$ cat src/rtl/lsu_pkg.sv
`default_nettype none
// ============================================================================
// Module   : lsu_pkg
// Purpose  : Shared definitions for the load/store unit: FSM state encoding,
//            RV32I load/store funct3 codes, access-size codes and a helper
//            that classifies illegal funct3 values.
// Ports    : none (package)
// Revision : 1.0 - initial release
// ============================================================================
package lsu_pkg;

    typedef enum logic [2:0] {
        IDLE     = 3'd0,
        LOAD     = 3'd1,
        RMW_READ = 3'd2,
        WRITE    = 3'd3,
        RESP     = 3'd4
    } lsu_state_t;

    // Load funct3 codes
    localparam logic [2:0] F3_LB  = 3'b000;
    localparam logic [2:0] F3_LH  = 3'b001;
    localparam logic [2:0] F3_LW  = 3'b010;
    localparam logic [2:0] F3_LBU = 3'b100;
    localparam logic [2:0] F3_LHU = 3'b101;

    // Store funct3 codes
    localparam logic [2:0] F3_SB  = 3'b000;
    localparam logic [2:0] F3_SH  = 3'b001;
    localparam logic [2:0] F3_SW  = 3'b010;

    // Access size is carried in funct3[1:0]
    localparam logic [1:0] SZ_BYTE = 2'b00;
    localparam logic [1:0] SZ_HALF = 2'b01;
    localparam logic [1:0] SZ_WORD = 2'b10;

    // Stores only exist as SB/SH/SW; loads reject 011, 110 and 111.
    function automatic logic funct3_illegal(input logic we, input logic [2:0] f3);
        logic bad;
        if (we) begin
            bad = f3[2] || (f3[1:0] == 2'b11);
        end else begin
            bad = (f3 == 3'b011) || (f3 == 3'b110) || (f3 == 3'b111);
        end
        return bad;
    endfunction

endpackage
`default_nettype wire

$ cat src/rtl/lsu_align.sv
`default_nettype none
// ============================================================================
// Module   : lsu_align
// Purpose  : Combinational lane logic. Extracts and sign/zero-extends the
//            addressed byte/halfword/word of a memory word for loads, and
//            merges store data into the addressed lane of a read word.
//            Misaligned offsets are rounded down to natural alignment.
// Ports    : funct3     - access width/sign code
//            offset     - byte offset within the word (addr[1:0])
//            word       - memory word read back
//            wdata      - right-aligned store data
//            load_data  - extracted, extended load result
//            merge_data - word with the addressed lane replaced by wdata
// Revision : 1.0 - initial release
// ============================================================================
module lsu_align
    import lsu_pkg::*;
(
    input  logic [2:0]  funct3,
    input  logic [1:0]  offset,
    input  logic [31:0] word,
    input  logic [31:0] wdata,
    output logic [31:0] load_data,
    output logic [31:0] merge_data
);

    logic [1:0]  lane;
    logic [4:0]  shift;
    logic [31:0] shifted;
    logic [31:0] mask;

    always_comb begin
        lane = 2'b00;
        mask = 32'hFFFF_FFFF;
        case (funct3[1:0])
            SZ_BYTE: begin
                lane = offset;
                mask = 32'h0000_00FF;
            end
            SZ_HALF: begin
                lane = {offset[1], 1'b0};
                mask = 32'h0000_FFFF;
            end
            default: begin
                lane = 2'b00;
                mask = 32'hFFFF_FFFF;
            end
        endcase
        shift   = {lane, 3'b000};
        shifted = word >> shift;

        case (funct3)
            F3_LB:   load_data = {{24{shifted[7]}}, shifted[7:0]};
            F3_LH:   load_data = {{16{shifted[15]}}, shifted[15:0]};
            F3_LBU:  load_data = {24'h0, shifted[7:0]};
            F3_LHU:  load_data = {16'h0, shifted[15:0]};
            default: load_data = shifted;
        endcase

        merge_data = (word & ~(mask << shift)) | ((wdata << shift) & (mask << shift));
    end

endmodule
`default_nettype wire

$ cat src/rtl/load_store_unit.sv
`default_nettype none
// ============================================================================
// Module   : load_store_unit
// Purpose  : Single-outstanding RV32I load/store unit in front of a word-wide
//            data memory with combinational read and clocked write. Sub-word
//            stores are done as read-modify-write.
//            Optional macro LSU_MISALIGN_TRAP_EN: when defined, misaligned
//            halfword/word accesses are reported as errors; otherwise the
//            address is rounded down to natural alignment.
// Ports    : clk, rst (sync, active-high)
//            req_valid/req_ready/req_we/req_funct3/req_addr/req_wdata - request
//            rsp_valid/rsp_rdata/rsp_error                            - response
//            mem_A/mem_WD/mem_WE/mem_RD                               - memory
// Revision : 1.0 - initial release
// ============================================================================
module load_store_unit
    import lsu_pkg::*;
#(
    parameter int N = 8
) (
    input  logic         clk,
    input  logic         rst,
    input  logic         req_valid,
    output logic         req_ready,
    input  logic         req_we,
    input  logic [2:0]   req_funct3,
    input  logic [31:0]  req_addr,
    input  logic [31:0]  req_wdata,
    output logic         rsp_valid,
    output logic [31:0]  rsp_rdata,
    output logic         rsp_error,
    output logic [N-1:0] mem_A,
    output logic [31:0]  mem_WD,
    output logic         mem_WE,
    input  logic [31:0]  mem_RD
);

    lsu_state_t   state, state_next;
    logic         we_q;
    logic [2:0]   funct3_q;
    logic [N+1:0] addr_q;
    logic [31:0]  wdata_q;
    logic         err_q;
    logic [31:0]  rd_word;

    logic         accept;
    logic         misalign;
    logic         req_err;
    logic [31:0]  load_data;
    logic [31:0]  merge_data;

    // Upper address bits lie outside the memory and are intentionally dropped.
    logic         unused_addr_bits;
    assign unused_addr_bits = ^req_addr[31:N+2];

`ifdef LSU_MISALIGN_TRAP_EN
    assign misalign = ((req_funct3[1:0] == SZ_HALF) && req_addr[0]) ||
                      ((req_funct3[1:0] == SZ_WORD) && (req_addr[1:0] != 2'b00));
`else
    assign misalign = 1'b0;
`endif

    assign accept  = req_valid && (state == IDLE);
    assign req_err = funct3_illegal(req_we, req_funct3) || misalign;

    always_ff @(posedge clk) begin
        if (rst) begin
            state    <= IDLE;
            we_q     <= 1'b0;
            funct3_q <= 3'b000;
            addr_q   <= '0;
            wdata_q  <= 32'h0;
            err_q    <= 1'b0;
            rd_word  <= 32'h0;
        end else begin
            state <= state_next;
            if (accept) begin
                we_q     <= req_we;
                funct3_q <= req_funct3;
                addr_q   <= req_addr[N+1:0];
                wdata_q  <= req_wdata;
                err_q    <= req_err;
            end
            if ((state == LOAD) || (state == RMW_READ)) begin
                rd_word <= mem_RD;
            end
        end
    end

    always_comb begin
        state_next = state;
        req_ready  = 1'b0;
        rsp_valid  = 1'b0;
        case (state)
            IDLE: begin
                req_ready = 1'b1;
                if (req_valid) begin
                    if (req_err) begin
                        state_next = RESP;
                    end else if (!req_we) begin
                        state_next = LOAD;
                    end else if (req_funct3[1:0] == SZ_WORD) begin
                        state_next = WRITE;
                    end else begin
                        state_next = RMW_READ;
                    end
                end
            end
            LOAD:     state_next = RESP;
            RMW_READ: state_next = WRITE;
            WRITE:    state_next = RESP;
            RESP: begin
                rsp_valid  = 1'b1;
                state_next = IDLE;
            end
            default:  state_next = IDLE;
        endcase
    end

    lsu_align u_align (
        .funct3     (funct3_q),
        .offset     (addr_q[1:0]),
        .word       (rd_word),
        .wdata      (wdata_q),
        .load_data  (load_data),
        .merge_data (merge_data)
    );

    assign mem_A     = addr_q[N+1:2];
    // Gated by rst so an in-flight store cannot land while reset is applied.
    assign mem_WE    = (state == WRITE) && !rst;
    assign mem_WD    = (state == WRITE) ? (we_q && (funct3_q[1:0] == SZ_WORD) ? wdata_q : merge_data)
                                        : 32'h0;
    assign rsp_error = (state == RESP) && err_q;
    assign rsp_rdata = ((state == RESP) && !we_q && !err_q) ? load_data : 32'h0;

endmodule
`default_nettype wire

$ cat config.mk
export PLATFORM = sky130hd
export DESIGN_NAME = load_store_unit
export DESIGN_NICKNAME = d
export VERILOG_FILES = /design/src/rtl/lsu_pkg.sv /design/src/rtl/lsu_align.sv /design/src/rtl/load_store_unit.sv
export SDC_FILE = /design/constraint.sdc
export NUM_CORES = 1
export LEC_CHECK = 0
export ABC_CLOCK_PERIOD_IN_PS = 2000
export CAP_MARGIN = 40
export CORE_MARGIN = 2
export CORE_UTILIZATION = 40
export DETAILED_ROUTE_END_ITERATION = 10
export PLACE_DENSITY = 0.77
export SYNTH_ARGS = -nofsm -noshare
export SYNTH_HDL_FRONTEND = slang
export SYNTH_SLANG_ARGS = --single-unit
$ cat constraint.sdc
create_clock -name clk -period 2 [get_ports clk]
set_clock_uncertainty 0.1 [all_clocks]
set_input_delay 0.4 -clock clk [delete_from_list [all_inputs] [get_ports clk]]
set_output_delay 0.4 -clock clk [all_outputs]
set_load 0.005 [all_outputs]
==> results by group, run 1 <==
Run status
  – Status: finished, violations left
  – Violated checks: setup timing

Drt
  – # DRC: 0
  – 1st-pass router iterations: 9
  – Vias per cell: 5.74
  – Final wirelength: 21.3 mm
  – WL/cell: 19.7 um
  – 1st-iter DRT viols: 557
  – Vias: 6180
  – Final ANT Viol Nets: 0

Setup path
  – R2R setup slack: 0.31 ns
  – WS Path Type: flop to output pin
  – Critical Path Slowest Stage Cell: dfxtp_4
  – Buf/Inv on CP: 6
  – Max FO, Critical Path: 6
  – Critical path cell sequence: buf_6, nand2b_4, mux2_4, a221oi_4, buf_12, buf_8, buf_12, buf_6, a21oi_2, buf_2
  – Worst setup SP type: flop
  – Worst Setup End Kind: output pin
  – Critical path data required time: 1.50 ns
  – CP arrival: 2.27 ns
  – Crit-path max cell delay: 0.36 ns
  – Top delay family on crit path: buffers and inverters

Die
  – Die width: 112 um
  – Core ar.: 11400 um2
  – # rows: 39
  – Initial Util: 41.1%
  – Die Y-Extent: 112 um
  – Die area: 12600 um2
  – Io pins: 179

Logic synthesis
  – Top-area cell type share of the netlist area: 35.0%
  – Post-synth top area cell: dfxtp_1
  – Synth Cell Area: 4690 um2
  – Syn Nets: 773
  – Post-Syn Instances: 670
  – Syn Area/Cell: 7.01 um2
  – Async SR Flop Fraction: 0%
  – Synth Register Bits: 82
  – Synth area leaders: dfxtp_1 35%, nand2_1 16%, a21oi_1 12%
  – Share of the yosys chip area belonging to registers: 35.0%
  – Synth Flop Type: dfxtp_1
  – Synth Warn #: 0
  – EDFF count, synth: 0
  – Unique cell type count in the Yosys netlist: 47

Placement
  – GP Congestion: 0.960
  – IO Port Bufs: 156
  – Pre-CTS WS: -0.491 ns
  – Dpl hpwl: 14.1 mm
  – Placed cell areas: 7000 um2

Finish
  – Layout area overhead: 73.5%
  – Nets: 1034
  – Share of cells above drive strength 1: 36.2%
  – Most common cell after layout, fill and taps aside: nand2_1
  – Fill count: 876
  – Post-route cell area: 8140 um2
  – Final Util: 71.3%
  – Commonest cells after routing, fill and taps aside: 193 x nand2_1, 106 x buf_4, 88 x a21oi_1
  – Antenna diode count: 0

Clocking
  – Cts bufs inserted: 9
  – Root buf cell: clkbuf_16
  – Hold buffers post-CTS: 0
  – TritonCTS clock tree: built
  – Max Root-Sink Buffers: 2
  – H-tree depth: 3
  – Clock Sinks: 82
  – Clk pin slew, worst setup/hold paths: 0.06 ns
  – Clk_lat worst skew: 0.35 ns

Timing
  – FMAX: 360 MHz
  – Worst slew pin tran: 0.388 ns
  – Setup TNS: -32.49 ns
  – RSZ-0062 raised after global routing: yes
  – Final Hold Vio Count: 0
  – Final-report max-slew violation count: 0
  – Final worst path period need: 2.77 ns
  – Setup ws final: -0.774 ns
  – Setup violators final: 65
  – Tcrit/Tclk final: 139%
  – Slew headroom: 74.1%

Global routing
  – Number of global-route vias before repair: 5958
  – First-pass GRT wire length: 31.6 mm
  – Largest net degree at the start of global routing: 83
  – Total Routing Usage GR: 31.9%
  – GR Overflow Total: 0
  – Initial antenna violation count: 0

Power and ir drop
  – P_leak: 3.36 nW
  – Power Density: 626 nW/um2
  – VDD IR max: 0.551 mV

Worst hold path
  – Min-Delay Path Class: flop to flop

Flow run
  – Max cap viols: 0
## flip-flops by register name, summed over array words and instances (netlist names)
signal    flops
addr_q       10
err_q         1
funct3_q      3
rd_word      32
state         3
wdata_q      32
we_q          1
## cell usage after synthesis, drive strengths merged, types with 2 or more instances
cell / number
nand2: 197
a211oi: 5
mux2i: 21
and3: 11
a221o: 2
o221ai: 7
nor2: 47
a22oi: 3
o22ai: 3
inv: 3
nand2b: 7
and2: 3
a311o: 7
a21o: 3
nor2b: 3
a222oi: 2
nor3b: 4
or2: 3
o21ai: 24
a21oi: 111
clkbuf: 38
buf: 30
a31oi: 3
nor3: 15
dfxtp: 82
nand3: 8
o211ai: 18
## repair_timing
| item | 4_1_cts | 5_1_grt |
|---|---|---|
| endpoints found under the setup margin | 68 | 67 |
| cloned | 3 | 0 |
| pin swaps | 48 | 37 |
| setup buffers | 48 | 16 |
| gates resized for setup | 332 | 81 |
## cells by family (layout without fill, tap and decap cells)
family / after synthesis / after routing / share of synthesized area, %
xor+xnor: 1 / 1 / 0.187
flops: 82 / 82 / 35.0
compound gates: 192 / 192 / 25.0
buf+inv: 71 / 335 / 7.57
mux: 22 / 22 / 4.80
simple gates: 302 / 302 / 27.5
## cell type report
class	count	area, um2	area share (%)
repair buffers	318	2880	35.3
well taps	143	179	2.20
clock inverters	2	37.5	0.461
inverters	3	11.3	0.138
multi-input cells	517	3120	38.3
flip-flops and latches	82	1660	20.4
clock buffers	12	256	3.15
## worst min-delay path: stages, from the launching register on
cell and delay, ns:
dfxtp_1 0.30, nand2_1 0.05, a21oi_1 0.05
## routing by layer
metal | global-route usage, % | wire length, um | vias up
met3 | 6.26 | 1950 | 94
met2 | 52.1 | 9780 | 406
met5 | 0 | 0 | -
li1 | - | - | 2830
met1 | 41.0 | 8420 | 2850
met4 | 14.3 | 1120 | 0
## per-stage QoR
stage	hold slack, ns	std cells	power [mW]
after detailed placement	0.347	1003	3.05
after floorplan	0.333	670	2.43
after global placement	0.342	1003	3.03
after global routing	0.385	1077	5.27
after CTS	0.355	1067	4.96
final	0.352	1077	5.10
## worst paths after layout
check / cells past startpoint / endpoint / from
max: 10 / rsp_rdata[17] / addr_q[0]
max reg2reg: 7 / wdata_q[12] / state[0]
min: 2 / addr_q[6] / addr_q[6]
min reg2reg: 2 / addr_q[6] / addr_q[6]
## where the power goes
| group | switching, mW | internal [mW] | leakage (nW) |
|---|---|---|---|
| combinational | 0.757 | 0.797 | 2.55 |
| sequential | 0.117 | 1.74 | 0.675 |
| clock | 0.658 | 1.02 | 0.141 |
| total | 1.53 | 3.56 | 3.36 |
Note: power is estimated with default switching activity, not from simulation.
==> run 2, diff against run 1 <==
--- a/config.mk
+++ b/config.mk
@@ -6,11 +6,11 @@
 export NUM_CORES = 1
 export LEC_CHECK = 0
 export ABC_CLOCK_PERIOD_IN_PS = 2000
-export CAP_MARGIN = 40
+export CAP_MARGIN = 20
 export CORE_MARGIN = 2
 export CORE_UTILIZATION = 40
 export DETAILED_ROUTE_END_ITERATION = 10
-export PLACE_DENSITY = 0.77
+export PLACE_DENSITY_LB_ADDON = 0.1
 export SYNTH_ARGS = -nofsm -noshare
 export SYNTH_HDL_FRONTEND = slang
 export SYNTH_SLANG_ARGS = --single-unit
==> run 2 against run 1 <==
Largest cell class unchanged. Worst setup slack improved by 0.22 ns. Flip-flop and latch count stayed put. Global-route usage down 0.77 points. The flow still finishes with violations (setup timing). Core utilization up 1.5 points. Register-to-register slack lost 0.08 ns. First-iteration DRC count is 18% lower. Wire length rose by 0.13%. Via count is 0.57% lower.
==> results by group, run 2 (synthesis gave the netlist of run 1 again) <==
Run status
  – Status: finished, violations left
  – Violated checks: setup timing

Timing
  – RSZ-0062 raised after global routing: yes
  – Worst slew pin tran: 0.415 ns
  – FMAX: 392 MHz
  – Setup ws final: -0.553 ns
  – Final Hold Vio Count: 0
  – Setup TNS: -24.73 ns
  – Slew headroom: 71.6%
  – Final worst path period need: 2.55 ns
  – Tcrit/Tclk final: 128%
  – Final-report max-slew violation count: 0
  – Setup violators final: 65

Placement
  – GP Congestion: 0.911
  – IO Port Bufs: 156
  – Dpl hpwl: 14.6 mm
  – Dpl cells: 1004
  – Placed cell areas: 7030 um2

Flow run
  – Max cap viols: 0

Drt
  – Vias per cell: 5.65
  – 1st-iter DRT viols: 454
  – Final wirelength: 21.3 mm
  – # DRC: 0
  – Vias: 6145
  – 1st-pass router iterations: 7
  – Final ANT Viol Nets: 0
  – WL/cell: 19.6 um

Setup path
  – FF-to-FF path depth: 8
  – Max FO, Critical Path: 5
  – FF-to-FF End: rd_word[15]
  – Critical path data required time: 1.50 ns
  – Worst setup SP type: flop
  – Worst Setup End Kind: output pin
  – CP arrival: 2.05 ns
  – WS Path Type: flop to output pin
  – R2R setup slack: 0.23 ns
  – RR Startpoint: state[1]

Worst hold path
  – Worst Hold Launch: addr_q[9]
  – Worst Hold Endpoint: addr_q[9]
  – Hold path depth: 2
  – Min-Delay Path Class: flop to flop

Finish
  – Area of the multi-input gates: 3170 um2
  – Sequential cell area: 1660 um2
  – Post-route insts no fill: 1088
  – Post-route cell area: 8310 um2
  – Nets: 1042
  – Layout area overhead: 77.1%
  – Biggest registers after layout: rd_word x32, wdata_q x32, addr_q x10
  – Most common cell after layout, fill and taps aside: nand2_1
  – Commonest cells after routing, fill and taps aside: 194 x nand2_1, 100 x buf_4, 87 x clkdlybuf4s50_1
  – Share of cells above drive strength 1: 37.5%
  – Fill count: 903

Power and ir drop
  – P_leak: 3.44 nW
  – Power Density: 636 nW/um2
  – VDD IR max: 0.613 mV

Global routing
  – M2 GR Usage: 54.5%
  – Largest net degree at the start of global routing: 83
  – First-pass GRT wire length: 30.8 mm
  – Number of global-route vias before repair: 5832
  – GR Overflow Total: 0
  – Met1 Usage GRT: 37.8%
  – Initial antenna violation count: 1
  – Grt met3 use: 6.53%
  – Total Routing Usage GR: 31.2%
  – Top Usage Layer GRT: met2

Clocking
  – Clk pin slew, worst setup/hold paths: 0.06 ns
  – Clock Sinks: 82
  – TritonCTS clock tree: built
  – Cts bufs inserted: 9
  – Max Root-Sink Buffers: 2
  – Root buf cell: clkbuf_16
  – Hold buffers post-CTS: 0
  – Clk_lat worst skew: 0.34 ns
  – H-tree depth: 3

Die
  – Die width: 112 um
  – Initial Util: 41.1%
  – Die area: 12600 um2
  – # rows: 39
  – Io pins: 179
  – Core ar.: 11400 um2
  – Die Y-Extent: 112 um
==> run 2: worst max path at each step <==
stage	slack [ns]	endpoint	start
after floorplan	-0.06	rsp_rdata[16]	funct3_q[0]
after global placement	-0.53	mem_WD[15]	funct3_q[1]
after detailed placement	-0.58	mem_WD[15]	funct3_q[1]
after CTS	-0.60	mem_WD[20]	addr_q[1]
after global routing	-0.62	rsp_rdata[10]	funct3_q[0]
final	-0.55	rsp_rdata[10]	funct3_q[0]
==> run 2: per-stage QoR <==
stage / power (mW) / util, % / hold slack [ns] / setup WS (ns)
2_1_floorplan: 2.43 / - / 0.333 / -0.0586
3_3_place_gp: 3.04 / 61.5 / 0.343 / -0.527
3_5_place_dp: 3.06 / 61.5 / 0.350 / -0.579
4_1_cts: 5.02 / 67.9 / 0.362 / -0.603
5_1_grt: 5.46 / 72.8 / 0.396 / -0.616
6_report: 5.28 / 72.8 / 0.363 / -0.553
==> run 2: layout make-up <==
class                           instances  area share, %
Clock buffer                            9           2.71
Inverter                                3          0.135
Antenna cell                            1         0.0301
Timing Repair Buffer                  326           35.6
Multi-Input combinational cell        517           38.2
Sequential cell                        82           20.0
Clock inverter                          7           1.23
Tap cell                              143           2.15
==> run 2: routing by layer <==
layer | share of wire (%) | up-vias
met5 | 0 | -
met4 | 3.5 | 0
met3 | 8.6 | 64
met2 | 49 | 341
met1 | 38 | 2900
li1 | - | 2840
==> run 2: report_power, final <==
group | internal (mW) | total [mW] | switching [mW]
Sequential | 1.74 | 1.86 | 0.120
Clock | 1.11 | 1.84 | 0.729
Combinational | 0.817 | 1.58 | 0.768
==> run 2: critical path, cell delays in order, from the launching register on <==
cell	delay, ns
dfxtp_4	0.38
nand2b_4	0.15
mux2_4	0.31
a221oi_4	0.29
buf_6	0.18
buf_6	0.13
buf_6	0.10
o21ai_2	0.04
buf_2	0.13
==> run 2: timing repair <==
action / CTS / global route
pin swaps: 33 / 53
buffers inserted: 36 / 28
setup endpoints to repair: 68 / 65
resized for setup: 248 / 194
gates cloned: 2 / 5
==> run 3, diff against run 2 <==
--- a/config.mk
+++ b/config.mk
@@ -8,9 +8,10 @@
 export ABC_CLOCK_PERIOD_IN_PS = 2000
 export CAP_MARGIN = 20
 export CORE_MARGIN = 2
-export CORE_UTILIZATION = 40
+export CORE_UTILIZATION = 35
 export DETAILED_ROUTE_END_ITERATION = 10
 export PLACE_DENSITY_LB_ADDON = 0.1
+export SKIP_LAST_GASP = 1
 export SYNTH_ARGS = -nofsm -noshare
 export SYNTH_HDL_FRONTEND = slang
 export SYNTH_SLANG_ARGS = --single-unit
==> run 3 against run 2 <==
The run still ends with setup timing left. Cell count grew 2.3%. Hold slack lost 0.011 ns. Global-route usage shrank 2.6 points. Wire length shrank 2.3%. Clock-buffer cell count grew 2. Cell area shrank 1.0%. Via count shrank 4.4%. Flip-flop and latch count is the same. Combinational power is essentially flat. Fmax shrank 2.2%. Sequential share of layout area grew 0.21 points. Worst setup slack lost 0.058 ns.
==> results by group, run 3 (synthesis gave the netlist of run 1 again) <==
Run status
  – Status: finished, violations left
  – Violated checks: setup timing

Die
  – # rows: 42
  – Die width: 120 um
  – Core ar.: 13200 um2
  – Io pins: 179
  – Die Y-Extent: 120 um
  – Initial Util: 35.6%
  – Die area: 14400 um2

Clocking
  – Clk_lat worst skew: 0.35 ns
  – H-tree depth: 3
  – Cts bufs inserted: 9
  – Clk pin slew, worst setup/hold paths: 0.06 ns
  – Root buf cell: clkbuf_16
  – Clock Sinks: 82
  – TritonCTS clock tree: built
  – Max Root-Sink Buffers: 2

Global routing
  – Initial antenna violation count: 0
  – First-pass GRT wire length: 31.3 mm
  – Total Routing Usage GR: 28.6%
  – GR Overflow Total: 0
  – Largest net degree at the start of global routing: 83
  – Number of global-route vias before repair: 5706

Placement
  – Dpl cells: 1032
  – Pre-CTS WS: -0.600 ns
  – IO Port Bufs: 156
  – Placed cell areas: 7030 um2
  – GP Congestion: 0.881
  – Dpl hpwl: 14.7 mm

Power and ir drop
  – Design Power: 5.10 mW
  – P_leak: 3.39 nW
  – VDD IR max: 0.383 mV
  – Power Density: 620 nW/um2

Finish
  – Final Util: 62.4%
  – Biggest registers after layout: rd_word x32, wdata_q x32, addr_q x10
  – Layout area overhead: 75.3%
  – Most common cell after layout, fill and taps aside: nand2_1
  – Share of cells above drive strength 1: 36.1%
  – Post-route cell area: 8230 um2
  – Antenna diode count: 0
  – Commonest cells after routing, fill and taps aside: 190 x nand2_1, 105 x buf_4, 96 x a21oi_1
  – Post-route insts no fill: 1113
  – Nets: 1035

Drt
  – 1st-pass router iterations: 5
  – # DRC: 0
  – 1st-iter DRT viols: 524
  – Final wirelength: 20.8 mm
  – Vias per cell: 5.28
  – WL/cell: 18.7 um
  – Final ANT Viol Nets: 0
  – Vias: 5873

Setup path
  – FF-to-FF End: rd_word[15]
  – RR Startpoint: state[0]
  – Critical path origin: funct3_q[1]
  – Worst Setup EP: rsp_rdata[31]
  – CP arrival: 2.11 ns
  – Critical path data required time: 1.50 ns
  – WS Path Type: flop to output pin
  – Worst setup SP type: flop
  – Worst Setup End Kind: output pin
  – FF-to-FF path depth: 7
  – R2R setup slack: 0.31 ns
  – Max FO, Critical Path: 6

Worst hold path
  – Min-Delay Path Class: flop to flop

Timing
  – Tcrit/Tclk final: 131%
  – FMAX: 383 MHz
  – Final-report max-slew violation count: 0
  – Worst hold slack: 0.352 ns
  – Worst slew pin tran: 0.482 ns
  – Final worst path period need: 2.61 ns
  – Setup ws final: -0.611 ns
  – RSZ-0062 raised after global routing: yes
  – Setup TNS: -28.41 ns
  – Slew headroom: 67.9%
  – Final Hold Vio Count: 0
  – Setup violators final: 64

Flow run
  – Max cap viols: 0
run 3: cell count changes in the layout (fill, tap and decap cells not counted), sizes merged:
cell and change:
buf +4, bufinv -1, clkbuf -13, clkinv -3, clkinvlp +2, diode -1
dlygate4sd2 +4
run 3: report_power, final:
group,switching (mW),internal (mW)
clock,0.710,0.975
combinational,0.745,0.810
sequential,0.119,1.74
run 3: worst min path at each step:
stage	start	endpoint	slack, ns	depth (start not counted)
2_1_floorplan	wdata_q[16]	wdata_q[16]	0.33	2
3_3_place_gp	addr_q[3]	addr_q[3]	0.34	2
3_5_place_dp	addr_q[6]	addr_q[6]	0.35	2
4_1_cts	addr_q[6]	addr_q[6]	0.35	2
5_1_grt	addr_q[6]	addr_q[6]	0.37	2
6_report	addr_q[6]	addr_q[6]	0.35	2
run 3: layer usage:
layer  part of all wire, %  GRT usage (%)  wire [um]  up-vias
li1                      -              -          -     2824
met1                    44           36.6       9070     2777
met2                    47           46.5       9800      233
met3                   5.8           5.42       1210       39
met4                   3.5           13.5        723        0
met5                     0              0          0        -
run 3: timing repair:
item	in CTS	in global routing
hold buffers	0	0
buffers inserted	52	14
pin swaps	51	40
resized for setup	349	72
gates cloned	5	0
endpoints found under the setup margin	68	66
run 3: area by class of cell:
type	instances	area [um2]
Clock inverter	5	62.6
Sequential cell	82	1660
Multi-Input combinational cell	517	3170
Inverter	3	16.3
Tap cell	176	220
Clock buffer	11	233
Timing Repair Buffer	319	2870
Fill cell	1206	4960
run 3: critical path, stage by stage, from the launching register on:
cell and delay, ns:
dfxtp_2 0.34, buf_6 0.13, or3_4 0.33, o211ai_1 0.10, buf_4 0.16, clkbuf_16 0.12
buf_6 0.10, buf_6 0.09, o211ai_1 0.10, a21oi_1 0.15, buf_2 0.14
